===== src/rtl/irq_timer_ctrl_if.sv =====
// Single-beat request/ack register port for irq_timer_ctrl.
// The master drives the request; the slave answers with ack, read data and error.
interface irq_timer_ctrl_if;
  logic        req;
  logic        we;
  logic [4:0]  addr;
  logic [31:0] wdata;
  logic        ack;
  logic [31:0] rdata;
  logic        err;

  modport master (output req, we, addr, wdata, input ack, rdata, err);
  modport slave  (input req, we, addr, wdata, output ack, rdata, err);
endinterface


===== src/rtl/irq_timer_ctrl.sv =====
// Machine-level interrupt source: prescaled 64-bit mtime/mtimecmp timer, MSIP
// software interrupt and a synchronised external interrupt, with a register port.
module irq_timer_ctrl #(
  parameter int unsigned PRESCALER   = 1,
  parameter int unsigned SYNC_STAGES = 2
) (
  input  logic             clk,
  input  logic             rst,
  irq_timer_ctrl_if.slave  bus,
  input  logic             ext_irq_i,
  output logic [2:0]       irq_o
);

  localparam int unsigned     CNT_W   = (PRESCALER > 1) ? $clog2(PRESCALER) : 1;
  localparam logic [CNT_W-1:0] CNT_MAX = CNT_W'(PRESCALER - 1);

  logic [63:0]            mtime;
  logic [63:0]            mtimecmp;
  logic                   msip;
  logic [CNT_W-1:0]       cnt;
  logic                   timer_irq;
  logic                   sw_irq;
  logic [SYNC_STAGES-1:0] sync;

  logic        access;
  logic        addr_ok;
  logic        wr;
  logic        tick;
  logic [31:0] rd_val;

  // A request is only sampled while no ack is outstanding.
  assign access  = bus.req && !bus.ack;
  assign addr_ok = (bus.addr[1:0] == 2'b00) && (bus.addr <= 5'h10);
  assign wr      = access && bus.we && addr_ok;
  assign tick    = (cnt == CNT_MAX);

  always_comb begin
    rd_val = '0;
    case (bus.addr[4:2])
      3'd0:    rd_val = mtime[31:0];
      3'd1:    rd_val = mtime[63:32];
      3'd2:    rd_val = mtimecmp[31:0];
      3'd3:    rd_val = mtimecmp[63:32];
      3'd4:    rd_val = {31'b0, msip};
      default: rd_val = '0;
    endcase
  end

  always_ff @(posedge clk) begin
    if (rst) begin
      mtime     <= '0;
      mtimecmp  <= '1;
      msip      <= 1'b0;
      cnt       <= '0;
      timer_irq <= 1'b0;
      sw_irq    <= 1'b0;
      sync      <= '0;
      bus.ack   <= 1'b0;
      bus.err   <= 1'b0;
      bus.rdata <= '0;
    end else begin
      bus.ack   <= access;
      bus.err   <= access && !addr_ok;
      bus.rdata <= (access && addr_ok) ? rd_val : '0;

      // An mtime write replaces that cycle's increment and restarts the prescaler.
      if (wr && (bus.addr[4:2] == 3'd0)) begin
        mtime[31:0] <= bus.wdata;
        cnt         <= '0;
      end else if (wr && (bus.addr[4:2] == 3'd1)) begin
        mtime[63:32] <= bus.wdata;
        cnt          <= '0;
      end else if (tick) begin
        mtime <= mtime + 64'd1;
        cnt   <= '0;
      end else begin
        cnt <= cnt + CNT_W'(1);
      end

      if (wr && (bus.addr[4:2] == 3'd2)) mtimecmp[31:0]  <= bus.wdata;
      if (wr && (bus.addr[4:2] == 3'd3)) mtimecmp[63:32] <= bus.wdata;
      if (wr && (bus.addr[4:2] == 3'd4)) msip            <= bus.wdata[0];

      timer_irq <= (mtime >= mtimecmp);
      sw_irq    <= msip;
      sync      <= {sync[SYNC_STAGES-2:0], ext_irq_i};
    end
  end

  assign irq_o = {sync[SYNC_STAGES-1], sw_irq, timer_irq};

endmodule


===== src/flat_wrapper.sv =====
// flat-port wrapper written by rule: the top's interface ports become plain ports
module irq_timer_ctrl_flat 
#(
  parameter int unsigned PRESCALER   = 1,
  parameter int unsigned SYNC_STAGES = 2
)
  (clk, rst, ext_irq_i, irq_o, bus_req, bus_we, bus_addr, bus_wdata, bus_ack, bus_rdata, bus_err);
  irq_timer_ctrl_if bus_i ();
  input  logic clk;
  input  logic rst;
  input  logic ext_irq_i;
  output logic [2:0] irq_o;
  input wire logic [$bits(bus_i.req)-1:0] bus_req;
  input wire logic [$bits(bus_i.we)-1:0] bus_we;
  input wire logic [$bits(bus_i.addr)-1:0] bus_addr;
  input wire logic [$bits(bus_i.wdata)-1:0] bus_wdata;
  output wire logic [$bits(bus_i.ack)-1:0] bus_ack;
  output wire logic [$bits(bus_i.rdata)-1:0] bus_rdata;
  output wire logic [$bits(bus_i.err)-1:0] bus_err;
  assign bus_i.req = bus_req;
  assign bus_i.we = bus_we;
  assign bus_i.addr = bus_addr;
  assign bus_i.wdata = bus_wdata;
  assign bus_ack = bus_i.ack;
  assign bus_rdata = bus_i.rdata;
  assign bus_err = bus_i.err;
  irq_timer_ctrl #(.PRESCALER(PRESCALER), .SYNC_STAGES(SYNC_STAGES)) u_core (.clk(clk), .rst(rst), .bus(bus_i), .ext_irq_i(ext_irq_i), .irq_o(irq_o));
endmodule

===== config.mk =====
export PLATFORM = sky130hd
export DESIGN_NAME = irq_timer_ctrl_flat
export DESIGN_NICKNAME = d
export VERILOG_FILES = /design/src/rtl/irq_timer_ctrl_if.sv /design/src/rtl/irq_timer_ctrl.sv /design/src/flat_wrapper.sv
export SDC_FILE = /design/constraint.sdc
export NUM_CORES = 1
export LEC_CHECK = 0
export CAP_MARGIN = 0
export CORE_MARGIN = 5
export CORE_UTILIZATION = 55
export CTS_BUF_LIST = sky130_fd_sc_hd__clkbuf_2 sky130_fd_sc_hd__clkbuf_4 sky130_fd_sc_hd__clkbuf_8
export DETAILED_ROUTE_END_ITERATION = 6
export PLACE_DENSITY = 0.9
export SYNTH_ARGS = -nofsm -noshare
export SYNTH_HDL_FRONTEND = slang
export SYNTH_SLANG_ARGS = --single-unit

===== constraint.sdc =====
create_clock -name clk -period 2.4 [get_ports clk]
set_input_delay 0.48 -clock clk [delete_from_list [all_inputs] [get_ports clk]]
set_output_delay 0.48 -clock clk [all_outputs]
set_load 0.05 [all_outputs]

# == Yosys cells after proc, flatten, opt, wreduce, memory -nomap -nowiden ==
# Cells that the tools add are included.
# word_totals
latch_bits,0
inputBits,42
elab_cells,50
output_inout_bits,37
ramBits,0
mem_bits_ro,0
memories,0
reg_bits,168
# classes
eq_ne,7
n_shift,0
n_bitwise,3
mul,0
n_mux,5
n_reduce_logical,19
n_addsub,2
magnitude_cmp,2
div_mod_pow,0
# ops
cell,n
32-bit one-hot mux with 5 select lines,1
32-bit 2-to-1 mux,3
"64-bit by 1-bit adder with 64-bit output, second input constant",1
64-bit greater-or-equal comparator,1
64-bit 2-to-1 mux,1
1-bit logical AND,11
"3-bit by 2-bit == test with 1-bit output, second input constant",2
"5-bit <= comparator, second input constant",1
"2-bit inequality test, second input constant",2
2-bit AND reduction,2
4-bit OR reduction,1
"3-bit by 1-bit == test with 1-bit output, second input constant",1
"3-bit == test, second input constant",1
3-bit zero test,1
1-bit inverter,3
1-bit zero test,2
2-bit zero test,1
"2-bit by 1-bit inequality test with 1-bit output, second input constant",1
2-bit OR reduction,1
"1-bit adder, second input constant",1

# == Depth between registers and ports, before layout ==
# depth
depth_word,7
mapped_depth,10
ltp_nobuf,8

# == Worst setup path before layout ==
# No wires, ideal clock.
# synth_timing
path_kind,register to register
startpoint,register u_core.bus.ack
endpoint,register u_core.mtime[37]
setup_ps,79
t_required_ps,2321
path_buffers,1
slack_ps,-65
period_less_slack_ps,2465
stages_incl_launch_ff,8
t_arrival_ps,2386
path_cell_list,dfxtp_1 and3b_1 nand4_1 nand2_1 or3_1 clkbuf_1 or4_1 o211ai_1
# synth_between
elab_chain_cells,7
word_cells_on_any_way,10
classes_between,eq/ne (1); mux (1); bitwise (1); reduce/logical (7)
# synth_lines
element,line,text
"start, declared",irq_timer_ctrl_if.sv:13,"modport slave (input req, we, addr, wdata, output ack, rdata, err);"
"start signal, assigned",irq_timer_ctrl.sv:62,bus.ack <= access;
1-bit zero test *,irq_timer_ctrl.sv:32,assign access = bus.req && !bus.ack;
1-bit logical AND *,irq_timer_ctrl.sv:32,
1-bit logical AND * (2 in series),irq_timer_ctrl.sv:34,assign wr = access && bus.we && addr_ok;
1-bit logical AND (on tied branches),"irq_timer_ctrl.sv:70, irq_timer_ctrl.sv:67",
2-bit inequality test (no source line) or 1-bit inverter (tied branches),-,
2-bit AND reduction (no source line),-,
"end signal, assigned",irq_timer_ctrl.sv:71,mtime[63:32] <= bus.wdata;
"end signal, assigned",irq_timer_ctrl.sv:74,mtime <= mtime + 64'd1;
"end, declared",irq_timer_ctrl.sv:17,logic [63:0] mtime;
# Mark *: on every way between the ends. The rest lies on a longest branch, timed or not.
# A chain may end at the register's enable or synchronous reset.

# == Worst setup path in the final report ==
# layout_timing
startpoint,register u_core.mtime[0]
endpoint,register u_core.timer_irq
# layout_between
elab_chain_cells,1
# layout_lines
element,line,text
"start signal, assigned",irq_timer_ctrl.sv:68,mtime[31:0] <= bus.wdata;
"start signal, assigned",irq_timer_ctrl.sv:74,
64-bit greater-or-equal comparator,irq_timer_ctrl.sv:84,timer_irq <= (mtime >= mtimecmp);
"end signal, assigned",irq_timer_ctrl.sv:84,
"end, declared",irq_timer_ctrl.sv:21,logic timer_irq;
# No other way between the ends.

==> run_results.csv <==
group,metric,value,unit
global_routing,grt_pass1_wl,54.0,mm
job,max_cap_viol_count,0,
logic_synthesis,synth_cell_types,71,
logic_synthesis,synth_area_per_cell,7.90,µm²
logic_synthesis,postSynth.asyncResetShare,0,%
die,dieArea,20400,µm²
drt,dr.pass1.iters,7,
sta,finalWorstSetupSlack,39.3,ps
hold_path,min-delay-path-class,"input pin to register",
drt,wl,34.5,mm
global_routing,grt_max_degree,37,
setup_path,critPathTopFamily,"compound AO/OA/AOI/OAI gates",
clock_network,cts_max_level,4,
setup_path,crit_start,"u_core.mtime[0]$_SDFFE_PP0P_",
die,num_rows,48,
logic_synthesis,synth_area,9700,µm²
sta,finalSetupViolCount,0,
sta,worstMarginPinSlew,550,ps
setup_path,r2r-start,"u_core.mtime[0]$_SDFFE_PP0P_",
cells_and_area,multi_input_area,5840,µm²
hold_path,hp-start,"rst",
setup_path,crit_cells,10,
setup_path,crit_chain,"buf_4, inv_1, ha_1, nand2b_1, a2111oi_2, buf_4, o31ai_1, a211o_1, a21oi_2, o211ai_1",
die,io_pins,79,
drt,drcViolationCount,1,
power,vdd.ir_drop.worst,446,µV
global_routing,overflow,0,
drt,routed-via-count,11000,
cells_and_area,finalNetCount,1510,
cells_and_area,fill_cells,1338,
clock_network,cts_hold_buf,0,
setup_path,arrival,2720,ps
logic_synthesis,ys_ff_latch,168,
drt,vias_per_cell,6.70,
setup_path,crit_path_frequent_cell,"buf_4",
sta,fin_crit,2360,ps
setup_path,reg2reg_depth,10,
setup_path,path_class,"register to register",
clock_network,clkLatencyLatePin,490,ps
drt,wl_per_cell,21.0,µm
logic_synthesis,ys_seq_area_share,34.7,%
logic_synthesis,synth_area_leaders,"dfxtp_1 (35%), ha_1 (8.4%), a22oi_1 (6.9%)",
setup_path,cp_max_fo,3,
setup_path,cp.required,2760,ps
sta,finalMaxSlewViolations,0,
clock_network,cts_tree,"built",
run_status,violations,"design-rule violations",
setup_path,worstSetupEndpointType,"register",
setup_path,cp.buffers_inverters,3,
setup_path,critPathLaunchType,"register",
sta,clock_skew,19.3,ps
logic_synthesis,synth_enable_flop_cells,0,
sta,hold_viol_final,0,
clock_network,clkTransAtPathRegs,100,ps
clock_network,cts.path.max_buffers,2,
sta,fmax,424,MHz
clock_network,cts-buffers-inserted,17,
logic_synthesis,synth.net_count,1336,
place,numPortBuffers,78,
clock_network,root_buffer,"clkbuf_8",
die,start_util,56.1,%
logic_synthesis,synth_top_area_share,34.7,%
global_routing,track_usage,33.2,%
setup_path,critPathSlowestCell,"a211o_1",
cells_and_area,area_growth_syn_to_layout,26.8,%
cells_and_area,final_common_cell,"dfxtp_1",
place,gp_congestion,0.980,
place,dpl.hpwl,25.2,mm
die,die_h,143,µm
sta,period_share,98.4,%
place,pre_cts_slack,-260,ps
power,power,5340,µW
logic_synthesis,synth_top_area_cell,"dfxtp_1",
sta,relSlewSlack,63.0,%
power,power_density,434,nW/µm²
setup_path,max_stage_delay,410,ps
power,p_leak,0.00512,µW
global_routing,grt_pass1_vias,10200,
drt,drt_iter0_markers,1696,
run_status,status,"finished with violations",
clock_network,cts.sink_count,168,
global_routing,antenna_found_initial,1,
logic_synthesis,synth_warnings,0,
cells_and_area,final_cell_mix,"dfxtp_1 (164), nand2_1 (159), buf_4 (155), a21oi_1 (105), a22oi_1 (89)",
cells_and_area,final_util,71.1,%
logic_synthesis,synth_top_flop_cell,"dfxtp_1",
logic_synthesis,synth_cells,1229,
hold_path,whs_path_depth,2,
die,core-area,17300,µm²
die,die_x,143,µm
cells_and_area,drive_gt1_share,17.2,%
drt,drtAntennaViolNets,0,
cells_and_area,area.sequential,3370,µm²
==> through the flow <==
| stage | hold slack, ps | cells | cell area (µm²) | setup TNS, ps |
|---|---|---|---|---|
| floorplan | 414 | 1229 | 9700 | 0 |
| global placement | 416 | 1607 | 11800 | -4420 |
| detailed placement | 433 | 1607 | 11800 | -7760 |
| CTS | 340 | 1640 | 12200 | -28.0 |
| global route | 349 | 1642 | 12300 | -18.7 |
| finish | 356 | 1642 | 12300 | 0 |
==> path summary, 6_finish.rpt <==
kind	to	slack [ps]
worst max register to register	u_core.timer_irq$_SDFF_PP0_	40
worst max-delay path	u_core.timer_irq$_SDFF_PP0_	40
worst min register to register	u_core.bus.ack$_SDFF_PP0_	440
worst min-delay path	u_core.msip$_SDFFE_PP0P_	360
==> cells in the mapped netlist, types with 22 or more instances <==
cell        n
o21ai_0    39
nand4_1    36
nor3_1     22
ha_1       65
clkbuf_1   73
inv_1      72
nand2_1   161
a21oi_1   107
nand3_1    45
nor2_1     52
o211ai_1   78
dfxtp_1   168
a22oi_1    89
==> what timing repair did <==
action,CTS,global route
pin swaps,2,6
gates resized for setup,8,21
setup buffers,1,1
setup endpoints to repair,18,21
==> power by group <==
part	switching, µW	internal, µW
clock network	1150	881
logic	288	198
registers	14.1	2800
==> layout make-up <==
| cell class | instances | share of cell area, % |
|---|---|---|
| flip-flops and latches | 168 | 27.4 |
| repair buffers | 244 | 17.5 |
| clock inverters | 13 | 0.956 |
| multi-input cells | 899 | 47.5 |
| clock buffers | 19 | 2.13 |
| diodes | 1 | 0.0203 |
| well taps | 225 | 2.29 |
| inverters | 73 | 2.23 |
==> routing by layer <==
metal	wire length, µm	vias up	share of wire (%)	GRT usage [%]
li1	-	4927	-	-
met1	13400	5138	39	43.6
met2	15500	790	45	52.3
met3	3680	152	11	6.23
met4	1880	0	5.4	17.0
met5	0	-	0	0
==> cell families (layout without fill, tap and decap cells) <==
| logic type | Yosys count | after routing | share of synthesized area (%) |
|---|---|---|---|
| xor gates and xnor gates | 1 | 1 | 0.0903 |
| and+or+nand+nor | 432 | 432 | 22.6 |
| DFF | 168 | 168 | 34.7 |
| muxes | 4 | 4 | 0.426 |
| AOI/OAI and AO/OA | 396 | 396 | 27.2 |
| other | 1 | 2 | 0.0386 |
| adders and majority gates | 65 | 65 | 8.38 |
| buffers and inverters | 162 | 349 | 6.56 |
==> sequential cells by signal, indices dropped and copies added (netlist names) <==
| name | count |
|---|---|
| u_core.mtime | 64 |
| u_core.mtimecmp | 64 |
| u_core.bus.rdata | 32 |
| u_core.sync | 2 |
| u_core.bus.ack | 1 |
| u_core.bus.err | 1 |
| u_core.cnt | 1 |
| u_core.msip | 1 |
| u_core.sw_irq | 1 |
| u_core.timer_irq | 1 |
No activity file was read; power rests on OpenSTA's default activity.
